**config.mk**
```make
export PLATFORM = sky130hd
export DESIGN_NAME = serial_adder_ctrl
export DESIGN_NICKNAME = d
export VERILOG_FILES = /design/src/rtl/serial_adder_ctrl_pkg.sv /design/src/rtl/serial_adder_ctrl_fa.sv /design/src/rtl/serial_adder_ctrl.sv
export SDC_FILE = /design/constraint.sdc
export NUM_CORES = 1
export LEC_CHECK = 0
export ABC_AREA = 1
export ABC_CLOCK_PERIOD_IN_PS = 1300
export BUFFER_PORTS_ARGS = -buffer_cell sky130_fd_sc_hd__buf_2
export CAP_MARGIN = 10
export CELL_PAD_IN_SITES_DETAIL_PLACEMENT = 2
export CELL_PAD_IN_SITES_GLOBAL_PLACEMENT = 2
export CORE_MARGIN = 3
export CORE_UTILIZATION = 30
export DETAILED_ROUTE_END_ITERATION = 12
export PLACE_DENSITY = 0.8
export SETUP_SLACK_MARGIN = 0.05
export SYNTH_ARGS = -nofsm -noshare
export SYNTH_HDL_FRONTEND = slang
export SYNTH_SLANG_ARGS = --single-unit
```
**constraint.sdc**
```tcl
create_clock -name clk -period 1.3 [get_ports clk]
set_input_delay 0.195 -clock clk [delete_from_list [all_inputs] [get_ports clk]]
set_output_delay 0.195 -clock clk [all_outputs]
set_load 0.005 [all_outputs]
```
**src/rtl/serial_adder_ctrl_pkg.sv**
```systemverilog
// Shared definitions for the bit-serial arithmetic sequencers.
package serial_adder_ctrl_pkg;

   localparam int unsigned DEFAULT_WIDTH = 8;

   typedef enum logic [1:0] {
      IDLE = 2'd0,
      RUN  = 2'd1,
      DONE = 2'd2
   } state_t;

endpackage

```
**src/rtl/serial_adder_ctrl_fa.sv**
```systemverilog
// Single-bit full-adder cell built from gate-level logic only.
module structuralFullAdder (
   output logic sum,
   output logic carryout,
   input  logic a,
   input  logic b,
   input  logic carryin
);

   logic a_xor_b;

   assign a_xor_b  = a ^ b;
   assign sum      = a_xor_b ^ carryin;
   assign carryout = (a & b) | (a_xor_b & carryin);

endmodule

```
**src/rtl/serial_adder_ctrl.sv**
```systemverilog
// Bit-serial adder: one full-adder cell reused LSB first, one bit per clock.
module serial_adder_ctrl
   import serial_adder_ctrl_pkg::*;
#(
   parameter int unsigned WIDTH = DEFAULT_WIDTH
) (
   input  logic             clk,
   input  logic             rst_n,
   input  logic             start,
   input  logic [WIDTH-1:0] a,
   input  logic [WIDTH-1:0] b,
   input  logic             cin,
   output logic             busy,
   output logic             done,
   output logic [WIDTH-1:0] sum,
   output logic             cout
);

   localparam int unsigned CW = $clog2(WIDTH);

   state_t           state;
   state_t           state_next;
   logic             accept;
   logic             last_bit;
   logic [WIDTH-1:0] a_sh;
   logic [WIDTH-1:0] b_sh;
   logic [WIDTH-1:0] result;
   logic             carry;
   logic [CW-1:0]    count;
   logic             cell_sum;
   logic             cell_carry;

   structuralFullAdder u_fa (
      .sum      (cell_sum),
      .carryout (cell_carry),
      .a        (a_sh[0]),
      .b        (b_sh[0]),
      .carryin  (carry)
   );

   assign last_bit = (count == CW'(WIDTH - 1));

   // Next-state decode and start acceptance (IDLE and DONE are both ready states).
   always_comb begin
      state_next = state;
      accept     = 1'b0;
      case (state)
         IDLE: begin
            if (start) begin
               accept     = 1'b1;
               state_next = RUN;
            end
         end
         RUN: begin
            if (last_bit) state_next = DONE;
         end
         DONE: begin
            if (start) begin
               accept     = 1'b1;
               state_next = RUN;
            end else begin
               state_next = IDLE;
            end
         end
         default: state_next = IDLE;
      endcase
   end

   // State register, operand shifters, carry flop, bit counter and result registers.
   always_ff @(posedge clk) begin
      if (!rst_n) begin
         state  <= IDLE;
         a_sh   <= '0;
         b_sh   <= '0;
         result <= '0;
         carry  <= 1'b0;
         count  <= '0;
         sum    <= '0;
         cout   <= 1'b0;
      end else begin
         state <= state_next;
         if (accept) begin
            a_sh  <= a;
            b_sh  <= b;
            carry <= cin;
            count <= '0;
         end else if (state == RUN) begin
            a_sh   <= a_sh >> 1;
            b_sh   <= b_sh >> 1;
            carry  <= cell_carry;
            result <= {cell_sum, result[WIDTH-1:1]};
            count  <= count + CW'(1);
            // Final bit goes straight into the visible result so sum/cout
            // change only on the transition into DONE.
            if (last_bit) begin
               sum  <= {cell_sum, result[WIDTH-1:1]};
               cout <= cell_carry;
            end
         end
      end
   end

   assign busy = (state == RUN);
   assign done = (state == DONE);

endmodule

```
; ---- Yosys cells after proc, flatten, opt, wreduce, memory -nomap -nowiden
; Index checks and enable logic that the tools add are counted.
[op_classes]
add_sub_neg = 1
eq_ne = 5
n_mux = 12
n_bitwise = 7
reduce_logical = 7
[ops]
columns = cell, n
row1 = two-way mux 8 bit, 4
row2 = one-hot mux 2 bit (3 select lines), 1
row3 = two-way mux 1 bit, 5
row4 = two-way mux 2 bit, 2
row5 = AND reduction 2 bit, 2
row6 = OR reduction 2 bit, 2
row7 = "adder 3 x 1 -> 3 bit, second input constant", 1
row8 = "== test 3 bit, second input constant", 1
row9 = AND reduction 3 bit, 1
row10 = bitwise AND 1 bit, 2
row11 = "== test 2 x 1 -> 1 bit, second input constant", 1
row12 = "== test 2 bit, second input constant", 1
row13 = logical NOT 2 bit, 1
row14 = "!= test 2 x 1 -> 1 bit, second input constant", 1
row15 = "!= test 2 bit, second input constant", 1
row16 = inverter 1 bit, 2
row17 = nonzero test 2 bit, 1
row18 = XOR 1 bit, 2
row19 = bitwise OR 1 bit, 1
[totals]
regBits = 39
in_bits = 20
out_inout_bits = 11
elab_cells = 40

; ---- Logic depth before layout (Yosys ltp)
[depth]
depth_word = 5
depth_mapped = 8
depth_no_buf = 8

; ---- By module
; Synthesis repeated with hierarchy kept, for this count alone.
[hier_totals]
cells_unflattened = 232
area_unflattened_um2 = 1776.7
[modules_own_cells]
columns = mod, instances, cells_each, area_each_um2, seq_area_each_um2
row1 = serial_adder_ctrl, 1, 231, 1756.7, 760.7
row2 = structuralFullAdder, 1, 1, 20.0, 0.0

; ---- Least setup slack after synthesis
; OpenSTA, ideal clock, no wires.
[synth_path]
kind = flip-flop to flip-flop
from = reg count[0]
to = reg cout
setup_ns = 0.112
arrival_time_ns = 1.045
required_ns = 1.188
setup_slack_ns = 0.142
stages_incl_launch_ff = 9
path_cell_list = dfxtp_1 > ha_1 > ha_1 > inv_1 > nor2_4 > nand2_1 > clkinv_2 > nand2_1 > nand2_1
[synth_via]
elab_chain_len = 2
[synth_lines]
columns = item, line_no
row1 = start: declaration, serial_adder_ctrl.sv:29  ; logic [CW-1:0] count;
row2 = start signal: assignment, serial_adder_ctrl.sv:92  ; count <= count + CW'(1);
row3 = == test 3 bit, serial_adder_ctrl.sv:41  ; assign last_bit = (count == CW'(WIDTH - 1));
row4 = AND reduction 3 bit (no line), -
row5 = end signal: assignment, serial_adder_ctrl.sv:97  ; cout <= cell_carry;
row6 = end: declaration, serial_adder_ctrl.sv:16  ; output logic cout
; No other way between the ends.
; A chain may end at the register's enable or synchronous reset.

; ---- Worst setup path in the final report
[layout_path]
from = reg state[0]
to = out done
[layout_via]
elab_chain_len = 1
[layout_lines]
columns = item, line_no
row1 = start: declaration, serial_adder_ctrl.sv:21  ; state_t state;
row2 = start signal: assignment, serial_adder_ctrl.sv:81  ; state <= state_next;
row3 = == test 2 bit, serial_adder_ctrl.sv:104  ; assign done = (state == DONE);
row4 = end: declaration, serial_adder_ctrl.sv:14  ; output logic done,
; No other way between the ends.

==> impl_metrics.py <==
metrics = {
    "cells_and_area": {
        "diodes": 0,
        "seqCellArea_um2": 766,
        "area_delta_synth_final_pct": 28.3,
        "fillers": 646,
        "postLayoutCellArea_mm2": 0.00219,
        "nNetsFinal": 300,
        "drive_above_1_share": 0.291,
        "multiInputGateArea_um2": 783,
    },
    "setup_path": {
        "endpoint_kind": "primary output",
        "crit_arrival_ns": 1.05,
        "r2r_cells": 8,
        "r2r_start": "state[0]",
        "cp_max_fo": 2,
        "cp_top_family": "buffers and inverters",
        "r2r_slack_ns": 0.10,
        "crit_slowest_cell": "dfxtp_2",
        "worst-endpoint-required_ns": 1.11,
        "cpMostUsedCell": "buf_6",
        "critical-path-max-stage-delay_ns": 0.33,
        "cp_num_buf_inv": 3,
        "crit_chain": "buf_6, buf_6, nor2_4, buf_2",
        "critPathCapture": "done",
        "critical_path_class": "flop to primary output",
        "cp-startpoint": "state[0]",
        "worstSetupPathDepth": 4,
        "startpoint_type": "flop",
        "r2r-end": "sum[5]",
    },
    "yosys": {
        "ys_seq_area_frac": 0.446,
        "yosysUniqueCellTypes": 22,
        "ys_ff_latch": 38,
        "syn_inst": 232,
        "yosysWarnings": 0,
        "syn_area_per_cell_um2": 7.36,
        "syn_area_mm2": 0.00171,
        "synth_nets": 255,
    },
    "clocking": {
        "clkTransAtPathRegs_ns": 0.07,
        "clkSinkCount": 38,
        "tritoncts": "built",
        "numCtsBuffers": 5,
        "cts_root_buf": "clkbuf_8",
        "clk_latency_ns": 0.30,
        "hold_buffers": 0,
        "cts_max_level": 2,
        "cts_buffer_depth": 2,
    },
    "sta": {
        "period_share": 0.954,
        "setup_viol_count_final": 0,
        "max_freq_ghz": 0.806,
        "finalHoldViolCount": 0,
        "layout_min_cycle_time_ns": 1.24,
        "slew_viol_final": 0,
        "fin_tns_setup_ns": 0,
        "fin_skew_ns": 0.00799,
        "fin_hold_ws_ns": 0.129,
        "relSlewSlack": 0.782,
        "max_slew.worst_pin.slew_ns": 0.327,
        "rsz0062_at_grt": "yes",
    },
    "flow_run": {
        "drv_cap": 0,
    },
    "pwr": {
        "vdd.ir_drop.worst_uv": 558,
        "p_leak_nw": 1.08,
        "powerDensity_mw_per_mm2": 1250,
    },
    "global_route": {
        "grt_max_degree": 21,
        "track_usage": 0.154,
        "grt_overflow": 0,
        "grt_pass1_wl_mm": 7.73,
        "grt_antenna_before_repair": 0,
        "grt_pass1_vias": 1671,
    },
    "detailed_routing": {
        "num_vias": 1617,
        "avgRoutedWirePerCell_um": 14.8,
        "drt_iter0_markers": 29,
        "antenna_left": 0,
        "viasPerCell": 4.65,
        "dr.pass1.iters": 4,
        "drcViolationCount": 0,
        "wirelength_mm": 5.17,
    },
    "floorplan": {
        "coreArea_mm2": 0.00530,
        "start_util": 0.322,
        "die_w_um": 81.4,
        "rows": 26,
        "io_pins": 31,
        "fp.dieArea_mm2": 0.00663,
        "die_y_um": 81.4,
    },
    "placement": {
        "place.gp.congestion": 0.691,
        "port-buffer-count": 30,
        "dpl-instance-area_mm2": 0.00194,
        "place_hpwl_mm": 3.18,
    },
    "hold_path": {
        "hold_class": "input pin to flop",
    },
    "status": {
        "status": "finished clean",
    },
}
-- kinds of logic after synthesis --
logic type / synth area share
xor gates and xnor gates: 0.00513
buffers and inverters: 0.111
AOI/OAI and AO/OA: 0.0982
adders and majority gates: 0.0264
and+or+nand+nor: 0.314
DFF: 0.446
-- per-layer routing --
metal  vias up  GRT usage  share of wire
met1       773      0.172           0.43
met4         0     0.0608          0.015
met3         7     0.0329          0.029
li1        811          -              -
met5         -          0              0
met2        26      0.284           0.52
-- worst register-to-register path, cell delays in order, from the launching register on --
cell     delay, ns
dfxtp_2       0.35
buf_6         0.12
nand2_8       0.07
buf_6         0.13
nor2_4        0.17
nand2_2       0.09
inv_4         0.09
nand2_1       0.07
nand2_1       0.06
-- where the power goes --
group	switching, W	total [W]	internal (W)
sequential	0.0000453	0.00128	0.00124
combinational	0.000260	0.000438	0.000178
clock	0.000449	0.00101	0.000565
total	0.000755	0.00273	0.00198
-- cells in the mapped netlist (all sizes together) --
cell     n  area [um2]
o21ai   19        95.1
inv     30         115
clkinv   1        5.00
xor2     1        8.76
fa       1        20.0
dfxtp   38         761
buf      8        65.1
nor2    43         176
a21oi   13        72.6
nand3   22         115
nand2   53         244
clkbuf   1        3.75
ha       2        25.0
-- placed cells by master (no fill, tap or decap), types with 3 or more instances in the layout --
| master | netlist | routed |
|---|---|---|
| nand2_1 | 48 | 47 |
| nor2_1 | 41 | 39 |
| dfxtp_1 | 38 | 34 |
| buf_2 | 4 | 29 |
| inv_1 | 24 | 23 |
| nand3_1 | 21 | 21 |
| o21ai_0 | 19 | 18 |
| a21oi_1 | 11 | 11 |
| buf_4 | 0 | 10 |
| buf_6 | 4 | 6 |
| inv_4 | 1 | 5 |
| clkbuf_8 | 0 | 5 |
| dfxtp_2 | 0 | 4 |
| nor2_4 | 2 | 3 |
| nand2_2 | 2 | 3 |
-- state kept, by name (all words and copies together) (netlist names) --
| name | count |
|---|---|
| a_sh | 8 |
| b_sh | 8 |
| carry | 1 |
| count | 3 |
| cout | 1 |
| result | 7 |
| state | 2 |
| sum | 8 |
-- worst min-delay path by stage --
stage                     startpoint       to  cells after the start
after floorplan                 b[7]  b_sh[7]                      2
after global placement          b[7]  b_sh[7]                      3
after detailed placement        b[7]  b_sh[7]                      3
after CTS                       b[7]  b_sh[7]                      3
after global routing            b[7]  b_sh[7]                      3
final                           b[7]  b_sh[7]                      3
-- cell type report --
class	instances	share of cell area
Clock inverter	3	0.0183
Inverter	31	0.0623
Clock buffer	5	0.0314
Sequential cell	38	0.350
Timing Repair Buffer	46	0.141
Multi-Input combinational cell	155	0.358
Tap cell	70	0.0400
-- per-stage QoR --
step           total power, W  worst slack [ns]  utilization  cells
2_1_floorplan         0.00156             0.142            -    232
4_1_cts               0.00273            0.0359        0.399    344
6_report              0.00273            0.0599        0.413    348
3_3_place_gp          0.00166            0.0496        0.366    330
5_1_grt               0.00288          -0.00989        0.413    348
3_5_place_dp          0.00168            0.0191        0.366    330
-- what timing repair did --
action / CTS / global route
resized for setup: 10 / 14
cloned: 0 / 1
setup buffers: 6 / 4
endpoints found under the setup margin: 10 / 19
pin swaps: 2 / 2
(Power assumes the default switching activity.)
